[src/rtl/prog_loader_pkg.sv]
// prog_loader_pkg
// Shared definitions for the program loader and the processor it feeds.
// Holds the default instruction-memory geometry, the loader FSM state
// encodings and a small helper that identifies states in which a new load
// session may begin.
package prog_loader_pkg;

  // Default instruction-memory geometry shared with the processor.
  localparam int ADDR_W_DEF = 12;
  localparam int DATA_W_DEF = 16;

  // Loader FSM state encodings, kept as plain constants so older
  // processor code that compares raw state bits keeps working.
  localparam logic [2:0] ST_IDLE  = 3'd0;
  localparam logic [2:0] ST_LOAD  = 3'd1;
  localparam logic [2:0] ST_CHECK = 3'd2;
  localparam logic [2:0] ST_DONE  = 3'd3;
  localparam logic [2:0] ST_FAIL  = 3'd4;

  typedef logic [2:0] loader_state_t;

  // A session may only begin from a resting state; LOAD and CHECK ignore
  // start so that a running session can never be torn down half way.
  function automatic logic canStart(input loader_state_t st);
    return (st == ST_IDLE) || (st == ST_DONE) || (st == ST_FAIL);
  endfunction

endpackage

[src/rtl/prog_loader_if.sv]
// prog_loader_if
// Bundles every non-clock signal of the program loader: the host-side
// session/word handshake, the instruction-memory port and the status
// outputs towards the processor.
//   master : host side (drives start, word_in, word_valid, word_last and
//            returns memory read data on mem_q)
//   slave  : the loader itself
// Signals:
//   start       one-cycle request to begin a load session
//   word_in     program word offered by the host
//   word_valid  word_in is valid
//   word_last   offered word is the final program word
//   word_ready  loader accepts a word this cycle
//   mem_addr    instruction-memory address (write or readback)
//   mem_data    instruction-memory write data
//   mem_we      instruction-memory write enable
//   mem_q       memory read data, valid one cycle after mem_addr
//   cpu_hold    processor PC held at 0 while high
//   done        load succeeded
//   error       load failed
//   count       number of words written in the session
interface prog_loader_if
  import prog_loader_pkg::*;
#(
  parameter int ADDR_W = ADDR_W_DEF,
  parameter int DATA_W = DATA_W_DEF
) ();

  logic              start;
  logic [DATA_W-1:0] word_in;
  logic              word_valid;
  logic              word_last;
  logic              word_ready;
  logic [ADDR_W-1:0] mem_addr;
  logic [DATA_W-1:0] mem_data;
  logic              mem_we;
  logic [DATA_W-1:0] mem_q;
  logic              cpu_hold;
  logic              done;
  logic              error;
  logic [ADDR_W:0]   count;

  modport master (
    output start, word_in, word_valid, word_last, mem_q,
    input  word_ready, mem_addr, mem_data, mem_we, cpu_hold, done, error, count
  );

  modport slave (
    input  start, word_in, word_valid, word_last, mem_q,
    output word_ready, mem_addr, mem_data, mem_we, cpu_hold, done, error, count
  );

endinterface

[src/rtl/prog_loader_sum.sv]
// loader_sum
// Clearable modulo-2^DATA_W accumulator. The loader uses one copy to sum
// the words it writes and another to sum the words it reads back.
// Ports:
//   clk      rising-edge clock
//   rst      synchronous active-high reset, clears the sum
//   clear_i  clears the sum at the next edge (start of a session)
//   en_i     adds value_i at the next edge
//   value_i  value to accumulate
//   sum_o    current registered sum
module loader_sum
  import prog_loader_pkg::*;
#(
  parameter int DATA_W = DATA_W_DEF
) (
  input  logic              clk,
  input  logic              rst,
  input  logic              clear_i,
  input  logic              en_i,
  input  logic [DATA_W-1:0] value_i,
  output logic [DATA_W-1:0] sum_o
);

  logic [DATA_W-1:0] sum_q, sum_d;

  // Clear wins over accumulate; the addition simply wraps at DATA_W bits.
  always_comb begin
    sum_d = sum_q;
    if (clear_i) begin
      sum_d = '0;
    end else if (en_i) begin
      sum_d = sum_q + value_i;
    end
  end

  always_ff @(posedge clk) begin
    if (rst) begin
      sum_q <= '0;
    end else begin
      sum_q <= sum_d;
    end
  end

  assign sum_o = sum_q;

endmodule

[src/rtl/prog_loader.sv]
// prog_loader
// Loads a program into instruction memory from a valid/ready word stream,
// then reads the whole image back and compares a checksum of what was
// written against a checksum of what was read. The processor is held at
// PC 0 for the duration and released only on a successful load.
// Ports:
//   CLOCK_50  single clock, all logic on its rising edge
//   reset     synchronous active-high reset
//   bus       prog_loader_if.slave (handshake, memory port, status)
module prog_loader
  import prog_loader_pkg::*;
#(
  parameter int ADDR_W = ADDR_W_DEF,
  parameter int DATA_W = DATA_W_DEF
) (
  input logic          CLOCK_50,
  input logic          reset,
  prog_loader_if.slave bus
);

  localparam logic [ADDR_W:0] CNT_ONE  = (ADDR_W+1)'(1);
  localparam logic [ADDR_W:0] CNT_LAST = {1'b0, {ADDR_W{1'b1}}};

  loader_state_t     state_q, state_d;
  logic [ADDR_W:0]   count_q, count_d;
  logic              memWe_q, memWe_d;
  logic [ADDR_W-1:0] memAddr_q, memAddr_d;
  logic [DATA_W-1:0] memData_q, memData_d;
  // endPend: the terminal beat of the session has been accepted and its
  // write is going out this cycle; endFail says the terminal beat was the
  // top address without word_last, i.e. the image does not fit.
  logic              endPend_q, endPend_d;
  logic              endFail_q, endFail_d;
  // Readback pipeline: issue* tracks the address on mem_addr this cycle,
  // data* tracks the matching mem_q one cycle later.
  logic [ADDR_W:0]   readIdx_q, readIdx_d;
  logic              issueVld_q, issueVld_d;
  logic              issueLast_q, issueLast_d;
  logic              dataVld_q, dataVld_d;
  logic              dataLast_q, dataLast_d;

  logic              wordReady;
  logic              accept;
  logic              sumClear;
  logic [DATA_W-1:0] wsum, rsum, rsumNext;

  assign wordReady = (state_q == ST_LOAD) && !endPend_q;
  assign accept    = wordReady && bus.word_valid;

  // Including the final read word combinationally lets the verdict be
  // taken on the very cycle that word arrives.
  assign rsumNext = rsum + bus.mem_q;

  // Next-state logic. Writes are only ever launched from an accepted beat,
  // so mem_we defaults low and readback never disturbs memory contents.
  always_comb begin
    state_d     = state_q;
    count_d     = count_q;
    memWe_d     = 1'b0;
    memAddr_d   = memAddr_q;
    memData_d   = memData_q;
    endPend_d   = endPend_q;
    endFail_d   = endFail_q;
    readIdx_d   = readIdx_q;
    issueVld_d  = 1'b0;
    issueLast_d = 1'b0;
    dataVld_d   = issueVld_q;
    dataLast_d  = issueVld_q && issueLast_q;
    sumClear    = 1'b0;

    case (state_q)
      ST_LOAD: begin
        if (endPend_q) begin
          if (endFail_q) begin
            state_d = ST_FAIL;
          end else begin
            // count is at least 1 here, so address 0 is always read back.
            state_d     = ST_CHECK;
            memAddr_d   = '0;
            issueVld_d  = 1'b1;
            issueLast_d = (count_q == CNT_ONE);
            readIdx_d   = CNT_ONE;
          end
        end else if (accept) begin
          memWe_d   = 1'b1;
          memAddr_d = count_q[ADDR_W-1:0];
          memData_d = bus.word_in;
          count_d   = count_q + CNT_ONE;
          if (bus.word_last) begin
            endPend_d = 1'b1;
            endFail_d = 1'b0;
          end else if (count_q == CNT_LAST) begin
            // Top address used without a last marker: stop instead of
            // wrapping onto address 0.
            endPend_d = 1'b1;
            endFail_d = 1'b1;
          end
        end
      end

      ST_CHECK: begin
        if (issueVld_q && !issueLast_q) begin
          memAddr_d   = readIdx_q[ADDR_W-1:0];
          issueVld_d  = 1'b1;
          issueLast_d = (readIdx_q == count_q - CNT_ONE);
          readIdx_d   = readIdx_q + CNT_ONE;
        end
        if (dataVld_q && dataLast_q) begin
          state_d = (rsumNext == wsum) ? ST_DONE : ST_FAIL;
        end
      end

      default: begin
        if (!canStart(state_q)) begin
          state_d = ST_IDLE;
        end else if (bus.start) begin
          state_d   = ST_LOAD;
          count_d   = '0;
          memAddr_d = '0;
          memData_d = '0;
          endPend_d = 1'b0;
          endFail_d = 1'b0;
          readIdx_d = '0;
          sumClear  = 1'b1;
        end
      end
    endcase
  end

  // State registers. Reset clears memWe as well, which is what cancels a
  // write belonging to a beat accepted in the same cycle as reset.
  always_ff @(posedge CLOCK_50) begin
    if (reset) begin
      state_q     <= ST_IDLE;
      count_q     <= '0;
      memWe_q     <= 1'b0;
      memAddr_q   <= '0;
      memData_q   <= '0;
      endPend_q   <= 1'b0;
      endFail_q   <= 1'b0;
      readIdx_q   <= '0;
      issueVld_q  <= 1'b0;
      issueLast_q <= 1'b0;
      dataVld_q   <= 1'b0;
      dataLast_q  <= 1'b0;
    end else begin
      state_q     <= state_d;
      count_q     <= count_d;
      memWe_q     <= memWe_d;
      memAddr_q   <= memAddr_d;
      memData_q   <= memData_d;
      endPend_q   <= endPend_d;
      endFail_q   <= endFail_d;
      readIdx_q   <= readIdx_d;
      issueVld_q  <= issueVld_d;
      issueLast_q <= issueLast_d;
      dataVld_q   <= dataVld_d;
      dataLast_q  <= dataLast_d;
    end
  end

  loader_sum #(.DATA_W(DATA_W)) u_wsum (
    .clk     (CLOCK_50),
    .rst     (reset),
    .clear_i (sumClear),
    .en_i    (accept),
    .value_i (bus.word_in),
    .sum_o   (wsum)
  );

  loader_sum #(.DATA_W(DATA_W)) u_rsum (
    .clk     (CLOCK_50),
    .rst     (reset),
    .clear_i (sumClear),
    .en_i    (dataVld_q),
    .value_i (bus.mem_q),
    .sum_o   (rsum)
  );

  assign bus.word_ready = wordReady;
  assign bus.mem_we     = memWe_q;
  assign bus.mem_addr   = memAddr_q;
  assign bus.mem_data   = memData_q;
  assign bus.count      = count_q;
  assign bus.done       = (state_q == ST_DONE);
  assign bus.error      = (state_q == ST_FAIL);
  assign bus.cpu_hold   = (state_q == ST_LOAD) || (state_q == ST_CHECK) ||
                          (state_q == ST_FAIL);

endmodule

[src/flat_wrapper.sv]
// flat-port wrapper written by rule: the top's interface ports become plain ports
module prog_loader_flat import prog_loader_pkg::*;
#(
  parameter int ADDR_W = ADDR_W_DEF,
  parameter int DATA_W = DATA_W_DEF
)
  (CLOCK_50, reset, bus_start, bus_word_in, bus_word_valid, bus_word_last, bus_mem_q, bus_word_ready, bus_mem_addr, bus_mem_data, bus_mem_we, bus_cpu_hold, bus_done, bus_error, bus_count);
  prog_loader_if #(.ADDR_W(ADDR_W), .DATA_W(DATA_W)) bus_i ();
  input logic CLOCK_50;
  input logic reset;
  input wire logic [$bits(bus_i.start)-1:0] bus_start;
  input wire logic [$bits(bus_i.word_in)-1:0] bus_word_in;
  input wire logic [$bits(bus_i.word_valid)-1:0] bus_word_valid;
  input wire logic [$bits(bus_i.word_last)-1:0] bus_word_last;
  input wire logic [$bits(bus_i.mem_q)-1:0] bus_mem_q;
  output wire logic [$bits(bus_i.word_ready)-1:0] bus_word_ready;
  output wire logic [$bits(bus_i.mem_addr)-1:0] bus_mem_addr;
  output wire logic [$bits(bus_i.mem_data)-1:0] bus_mem_data;
  output wire logic [$bits(bus_i.mem_we)-1:0] bus_mem_we;
  output wire logic [$bits(bus_i.cpu_hold)-1:0] bus_cpu_hold;
  output wire logic [$bits(bus_i.done)-1:0] bus_done;
  output wire logic [$bits(bus_i.error)-1:0] bus_error;
  output wire logic [$bits(bus_i.count)-1:0] bus_count;
  assign bus_i.start = bus_start;
  assign bus_i.word_in = bus_word_in;
  assign bus_i.word_valid = bus_word_valid;
  assign bus_i.word_last = bus_word_last;
  assign bus_i.mem_q = bus_mem_q;
  assign bus_word_ready = bus_i.word_ready;
  assign bus_mem_addr = bus_i.mem_addr;
  assign bus_mem_data = bus_i.mem_data;
  assign bus_mem_we = bus_i.mem_we;
  assign bus_cpu_hold = bus_i.cpu_hold;
  assign bus_done = bus_i.done;
  assign bus_error = bus_i.error;
  assign bus_count = bus_i.count;
  prog_loader #(.ADDR_W(ADDR_W), .DATA_W(DATA_W)) u_core (.CLOCK_50(CLOCK_50), .reset(reset), .bus(bus_i));
endmodule
[config.mk]
export PLATFORM = sky130hd
export DESIGN_NAME = prog_loader_flat
export DESIGN_NICKNAME = d
export VERILOG_FILES = /design/src/rtl/prog_loader_pkg.sv /design/src/rtl/prog_loader_if.sv /design/src/rtl/prog_loader_sum.sv /design/src/rtl/prog_loader.sv /design/src/flat_wrapper.sv
export SDC_FILE = /design/constraint.sdc
export NUM_CORES = 1
export LEC_CHECK = 0
export ABC_AREA = 1
export CAP_MARGIN = 20
export CORE_MARGIN = 2
export CORE_UTILIZATION = 55
export CTS_CLUSTER_DIAMETER = 50
export DETAILED_ROUTE_END_ITERATION = 16
export GPL_ROUTABILITY_DRIVEN = 1
export GPL_TIMING_DRIVEN = 0
export PLACE_DENSITY = 0.79
export SETUP_SLACK_MARGIN = 0.15
export SLEW_MARGIN = 10
export SYNTH_ARGS = -nofsm -noshare
export SYNTH_HDL_FRONTEND = slang
export SYNTH_SLANG_ARGS = --single-unit
[constraint.sdc]
create_clock -name CLOCK_50 -period 3 [get_ports CLOCK_50]
set_input_delay 0.6 -clock CLOCK_50 [delete_from_list [all_inputs] [get_ports CLOCK_50]]
set_output_delay 0.6 -clock CLOCK_50 [all_outputs]
set_load 0.01 [all_outputs]
==> Yosys cells after proc, flatten, opt, wreduce, memory -nomap -nowiden <==
Cells that the tools add are included.
{ "op_classes": {"eq_ne": 18, "addsub": 5, "n_mux": 52, "n_bitwise": 2, "reduce_logical": 25} }
{ "op_table": {"columns": ["op", "n"], "rows": [
  ["13-bit 2-to-1 mux", 7],
  ["12-bit 2-to-1 mux", 6],
  ["16-bit 2-to-1 mux", 4],
  ["13-bit one-hot mux with 2 select lines", 2],
  ["16-bit adder", 2],
  ["16-bit one-hot mux with 2 select lines", 1],
  ["13-bit by 1-bit adder with 13-bit output, second input constant", 2],
  ["12-bit one-hot mux with 2 select lines", 1],
  ["1-bit 2-to-1 mux", 20],
  ["3-bit 2-to-1 mux", 6],
  ["16-bit == test", 1],
  ["5-bit AND reduction", 3],
  ["13-bit by 1-bit == test with 1-bit output, second input constant", 1],
  ["13-bit by 12-bit == test with 1-bit output, second input constant", 1],
  ["13-bit == test", 1],
  ["13-bit by 1-bit subtractor with 13-bit output, second input constant", 1],
  ["2-bit by 1-bit != test with 1-bit output, second input constant", 4],
  ["1-bit one-hot mux with 2 select lines", 4],
  ["3-bit by 2-bit == test with 1-bit output, second input constant", 2],
  ["3-bit != test, second input constant", 2],
  ["3-bit one-hot mux with 2 select lines", 1],
  ["3-bit AND reduction", 2],
  ["6-bit AND reduction", 1],
  ["3-bit nonzero test", 2],
  ["other kinds (13)", 25]
]} }
{ "word_totals": {"regBits": 96, "inputBits": 37} }

==> Logic depth before layout (Yosys ltp) <==
Gate-level depths: netlist of the first run.
{ "depth": {"ltp_word": 6, "ltp_mapped": 18, "depth_no_buf": 18} }

==> Hierarchy <==
Synthesis of the first run repeated with hierarchy kept, for this count alone.
{ "unflattened": {"hier_cells": 1197, "area_unflattened_um2": 7487.2} }
{ "by_module_without_submodules": {"columns": ["mod", "n_inst", "cells_per_inst", "area_per_inst_um2"], "rows": [
  ["prog_loader", 1, 655, 4359.2],
  ["loader_sum", 2, 271, 1564.0]
]} }

==> Worst setup path after synthesis of the first run <==
OpenSTA, ideal clock, no wires.
{ "synth_path": {"path_type": "input-to-reg", "from": "in bus_mem_q[0]", "to": "reg u_core.state_q[0]", "setup_slack_ns": 0.658, "required_ns": 2.930, "cell_stages": 16, "path_buffers": 0, "arrival_ns": 2.272, "cell_sequence": "ha_1 -> inv_1 -> fa_1 -> inv_1 -> nand2_1 -> nand3_1 -> nand2_1 -> nand2_1 -> nand2_1 -> nand2_1 -> nor2_1 -> nor2_1 -> nand2_1 -> nor2_1 -> nand3_1 -> a21oi_1"} }
{ "synth_via": {"elab_chain_cells": 5} }
{ "synth_rtl": {"columns": ["item", "line_no", "source"], "rows": [
  ["from (decl)", "flat_wrapper.sv:15", "input wire logic [$bits(bus_i.mem_q)-1:0] bus_mem_q;"],
  ["16-bit adder", "prog_loader.sv:52", "assign rsumNext = rsum + bus.mem_q;"],
  ["16-bit == test", "prog_loader.sv:109", "state_d = (rsumNext == wsum) ? ST_DONE : ST_FAIL;"],
  ["3-bit 2-to-1 mux", "prog_loader.sv:109", null],
  ["3-bit 2-to-1 mux", "prog_loader.sv:108", "if (dataVld_q && dataLast_q) begin"],
  ["3-bit one-hot mux with 2 select lines", "prog_loader.sv:71", "case (state_q)"],
  ["to (signal assigned)", "prog_loader.sv:147", "state_q <= state_d;"],
  ["to (decl)", "prog_loader.sv:24", "loader_state_t state_q, state_d;"]
]} }
Every way passes these cells. The select of a mux whose other input is x is not followed.
A chain may end at the register's enable or synchronous reset.

==> Worst setup path after layout of the first run <==
{ "layout_path": {"from": "in bus_mem_q[2]", "to": "reg u_core.state_q[1]"} }
The elaborated chain is that of the path after synthesis.

==> results of run 1 <==
what timing repair did:
action / CTS / global route
endpoints found under the setup margin: 2 / 5
pin swaps: 1 / 11
buffers inserted: 0 / 1
resized for setup: 3 / 18
power breakdown:
group | total [mW] | leakage (nW) | switching [mW] | internal [mW]
logic | 1.79 | 2.65 | 1.11 | 0.679
clock network | 1.29 | 0.162 | 0.523 | 0.763
registers | 1.57 | 0.778 | 0.140 | 1.43
stage by stage:
step	instances	hold WS, ps	area, µm²
6_report	1226	429	7830
5_1_grt	1226	468	7830
4_1_cts	1226	432	7780
3_5_place_dp	1210	419	7440
3_3_place_gp	1210	416	7440
2_1_floorplan	985	410	6440
layout make-up:
class	instances	area share
well taps	143	0.0228
repair buffers	83	0.106
clock buffers	11	0.0310
plain buffers	25	0.0126
flip-flops and latches	96	0.245
multi-input cells	714	0.499
inverters	149	0.0719
clock inverters	5	0.0113
cells by family (layout without fill, tap and decap cells):
group | after synthesis | after routing | synth area share
DFF | 96 | 96 | 0.298
xor gates and xnor gates | 34 | 34 | 0.0484
and+or+nand+nor | 454 | 454 | 0.313
adders and majority gates | 36 | 36 | 0.0722
AOI/OAI and AO/OA | 190 | 190 | 0.164
buffers and inverters | 175 | 273 | 0.103
metal layers:
layer / vias to the layer above / routed length, µm / GRT usage
met1: 2937 / 8380 / 0.400
met4: 0 / 241 / 0.0715
met5: - / 0 / 0
met2: 200 / 7690 / 0.448
met3: 22 / 1150 / 0.0535
li1: 3411 / - / -
registers in the layout, summed over array words and instances, names as in the netlist:
register,cells
u_core.bus.mem_data,16
u_core.u_rsum.sum_o,16
u_core.u_wsum.sum_o,16
u_core.bus.count,13
u_core.readIdx_q,13
u_core.bus.mem_addr,12
u_core.state_q,3
u_core.bus.mem_we,1
u_core.dataLast_q,1
u_core.dataVld_d,1
u_core.dataVld_q,1
u_core.endFail_q,1
u_core.endPend_q,1
u_core.issueLast_q,1
worst max-delay path, stage by stage:
cell	delay, ps
clkdlybuf4s50_1	410
ha_2	390
nand2_1	60
nand2_1	90
inv_1	70
nand2_1	110
nand2_1	110
nand2_2	120
nand2_1	80
nand2_1	60
nand2_1	70
nand2_1	90
nand2_1	60
nand2_1	90
nand3_2	80
nor2_2	140
nand3_2	120
a21oi_2	160
synthesized netlist by cell type (all sizes together), types with 2 or more instances:
library cell  count  share of area
fa                2         0.0062
a31oi             3         0.0029
nand3b            3         0.0035
nand2           252           0.15
a21oi            94          0.074
nor3             24          0.022
nor2             68          0.047
and3              2         0.0019
o21ai            54          0.042
nand4             7         0.0068
xor2             24          0.033
clkbuf           16         0.0093
nand3            89          0.073
or2               5         0.0049
a22oi            13          0.015
a211oi            3         0.0035
o21a              5         0.0058
o211ai           12          0.014
dfxtp            96           0.30
inv             148          0.087
buf              10         0.0066
o21bai            2         0.0023
xnor2             9          0.012
ha               34          0.066
worst paths after layout:
| check | start | endpoint | slack [ps] | cells after the start |
|---|---|---|---|---|
| worst max-delay path | bus_mem_q[2] | u_core.state_q[1] | 350 | 18 |
| worst min-delay path | u_core.dataVld_d | u_core.dataLast_q | 430 | 2 |
| worst max register to register | u_core.u_rsum.sum_o[0] | u_core.state_q[1] | 570 | 14 |
| worst min register to register | u_core.dataVld_d | u_core.dataLast_q | 430 | 2 |
==> reports/results.txt, run 1 <==
Power consumption - 4.65 mW
Fin crit period - 2650 ps
Syn Area/Cell - 6.54 µm²
CTS Sinks - 96
Port bufs - 82
FILL cells - 1072
First-pass iteration count of the detailed router - 5
Layout cell share with drive strength beyond 1 - 0.0628
Async SR Flop Fraction - 0
DR iter-0 viols - 455
Remaining global-route overflow - 0
Drt drc - 0
Total Neg Setup Slack - 0 ps
First-pass GRT wire length - 29000 µm
Post-layout nets - 1151
Die X - 112 µm
Vias in the first global route - 6075
Clock root buffer - clkbuf_16
Fmax - 0.378 GHz
Final Hold Viols - 0
Setup crit start kind - primary input
Vias per inst - 5.36
Pre-CTS worst setup slack - -276 ps
RePlAce Congestion - 0.957
Synth-to-Final Area Change - 21.6%
I/O pin count - 83
Final Max Tran Viols - 0
Max clock buf depth - 2
Arrival time of the worst setup path - 2930 ps
Synth Cell Area - 6440 µm²
Slew HR - 0.501
Worst-margin pin slew - 742 ps
Worst-skew pair later-pin latency - 350 ps
Ant. Diodes - 0
WL/cell - 14.2 µm
Most frequent cells in the layout - nand2_1, inv_1, dfxtp_1
Mapped Cells - 985
Hold/Removal Path Class - reg -> reg
Antenna-violating nets left - 0
Num CTS Buffers - 9
Distinct cells, synth - 48
Setup ws final - 354 ps
WL final - 17500 µm
Post-synth EDFFs - 0
Sequential cell area - 1920 µm²
# hold bufs at CTS - 0
Crit. End Element - register
H-tree depth - 3
PD cells - 593 nW/µm²
CORE AREA - 11400 µm²
Initial Util - 0.564
CTS tree - built
Post-synthesis net count - 1058
Outcome - finished, final reports clean
Initial antenna violation count - 0
Synth warnings - 0
CP Class - in -> reg
Die H - 112 µm
Final setup violation count - 0
Final clock skew - 11.0 ps
Vias - 6570
Leak Pwr - 3.59 nW
RSZ-0062 raised after global routing - false
Worst-path fanout max - 7
Clock Pin Slew Worst Setup and Hold Paths - 60 ps
Maxcap violations - 0
Largest net degree at the start of global routing - 17
Flops & latches, synth - 96
Die ar. - 12600 µm²
WP data required - 3280 ps
Final worst path period share - 0.882
Tot GR Track Use - 0.283
Post-layout util - 0.686
Num rows - 39
Commonest non-fill, non-tap cell in the layout - nand2_1
Area occupied by multi-input gates - 3910 µm²
VDD IR-drop max - 497 µV
HPWL Detailed - 13400 µm
Predominant post-synthesis flop cell - dfxtp_1
Sequential area share after synthesis - 0.298
Note: power is estimated with default switching activity, not from simulation.
==> run 2: changes to the inputs <==
- CTS_CLUSTER_DIAMETER: 50 -> not set
==> results of run 2 <==
The final DEF is identical to that of run 1; final timing and power are the same.
==> run 3: changes to the inputs <==
- CORE_UTILIZATION: 55 -> 45
- PLACE_DENSITY: 0.79 -> 0.67
==> reports/results.txt, run 3 (synthesis gave the netlist of run 1 again) <==
Vias per inst - 5.08
Largest net degree at the start of global routing - 19
Post-layout nets - 1151
Fin crit period - 2600 ps
I/O pin count - 83
Non-filler instance count after layout - 1263
CP top delay family - simple AND/OR/NAND/NOR gates
Antenna-violating nets left - 0
Clock root buffer - clkbuf_16
H-tree depth - 3
Die X - 124 µm
Commonest non-fill, non-tap cell in the layout - nand2_1
Hold EP - u_core.dataLast_q
CTS tree - built
HPWL Detailed - 13800 µm
R2R Setup Slk - 600 ps
Worst-path cell chain - clkdlybuf4s50_1, ha_1, buf_2, a21oi_1, nand2_2, nand2_1, nand2_1, nand2_1, nand2_1, nand2_1, nand3_1, nor2_1, nand3_2, nor2_4, nand3_4, a21oi_2
Total Neg Setup Slack - 0 ps
Max clock buf depth - 2
VDD IR-drop max - 441 µV
Initial Util - 0.462
RePlAce Congestion - 0.912
Critical R2R Launch - u_core.u_rsum.sum_o[0]
Remaining global-route overflow - 0
Vias in the first global route - 5865
Worst-skew pair later-pin latency - 360 ps
DR iter-0 viols - 504
CP Class - in -> reg
Slew HR - 0.513
Maxcap violations - 0
Most frequent cells in the layout - nand2_1, inv_1, dfxtp_1
Hold Startpoint - u_core.dataVld_d
Final clock skew - 8.42 ps
RSZ-0062 raised after global routing - false
PD cells - 573 nW/µm²
Tot GR Track Use - 0.243
Final Max Tran Viols - 0
Ant. Diodes - 0
Crit path from - bus_mem_q[3]
Leak Pwr - 3.56 nW
Num rows - 43
Final Hold Viols - 0
Die H - 124 µm
WL/cell - 14.0 µm
Worst Path Buf+Inv - 2
Worst reg2reg path depth - 14
Cell repeated most along the worst path - nand2_1
Port bufs - 82
Placed Cells - 1247
Layout cell share with drive strength beyond 1 - 0.0646
CORE AREA - 13900 µm²
Worst-margin pin slew - 723 ps
Outcome - finished, final reports clean
First-pass iteration count of the detailed router - 5
Setup crit start kind - primary input
WHS Path Cells - 2
Synth-to-Final Area Change - 22.0%
Initial antenna violation count - 0
Die ar. - 15300 µm²
Drt drc - 0
Vias - 6412
First-pass GRT wire length - 28900 µm
Post-layout util - 0.564
Worst-path fanout max - 8
R2R Path End - u_core.state_q[1]
Power consumption - 4.51 mW
Final worst path period share - 0.866
Final setup violation count - 0
Crit. End Element - register
Clock Pin Slew Worst Setup and Hold Paths - 70 ps
Crit-path max cell delay - 410 ps
WP data required - 3300 ps
Arrival time of the worst setup path - 2900 ps
Hold/Removal Path Class - reg -> reg
Slowest CP cell - clkdlybuf4s50_1
Num CTS Buffers - 9
CTS Sinks - 96
Fmax - 0.385 GHz
WL final - 17700 µm
[run 3: cell types whose count changed in the layout (fill, tap and decap cells not counted), moves of 2 or more]
cell	before	now
bufinv_16	2	0
clkinv_4	2	0
clkinvlp_4	0	2
ha_1	31	28
ha_2	3	5
inv_8	1	3
[run 3: worst min-delay path, stage by stage, from the launching register on]
cell	delay, ps
dfxtp_1	310
nand2_1	50
nor2_1	30
[run 3: report_power, final]
group / switching (mW) / leakage, nW / total, mW / internal, mW
clock network: 0.568 / 0.138 / 1.15 / 0.582
logic: 1.11 / 2.65 / 1.79 / 0.680
registers: 0.138 / 0.778 / 1.57 / 1.43
total: 1.82 / 3.56 / 4.51 / 2.69
[run 3: how the worst max path moves through the flow]
stage,slack (ps),depth (start not counted),endpoint
6_report,400,16,u_core.state_q[1]
5_1_grt,120,16,u_core.state_q[1]
4_1_cts,140,15,u_core.state_q[0]
3_5_place_dp,-290,17,u_core.state_q[0]
3_3_place_gp,-240,17,u_core.state_q[1]
2_1_floorplan,660,16,u_core.state_q[0]
[run 3: layout make-up]
type | instances | area [µm²]
inverter | 149 | 563
fill | 1368 | 6070
clock buffer | 9 | 225
multi-input combinational | 714 | 3930
buffer | 25 | 98.8
clock inverter | 7 | 62.6
sequential | 96 | 1920
timing repair buffer | 83 | 833
tap | 180 | 225
[run 3: per-layer routing]
metal / GRT usage / part of all wire
met1: 0.349 / 0.50
met2: 0.374 / 0.44
met3: 0.0517 / 0.052
met4: 0.0526 / 0.0095
met5: 0 / 0
[run 3: what timing repair did]
action | CTS | global route
endpoints found under the setup margin | 3 | 3
setup buffers | 0 | 1
gates cloned | 0 | 0
pin swaps | 3 | 13
resized for setup | 2 | 22
hold buffers | 0 | 0
[run 3: stage by stage]
stage / hold WS, ps / worst slack, ps / cell area, µm²
2_1_floorplan: 410 / 658 / 6440
3_3_place_gp: 417 / -236 / 7490
3_5_place_dp: 420 / -285 / 7490
4_1_cts: 429 / 140 / 7780
5_1_grt: 455 / 124 / 7860
6_report: 426 / 401 / 7860
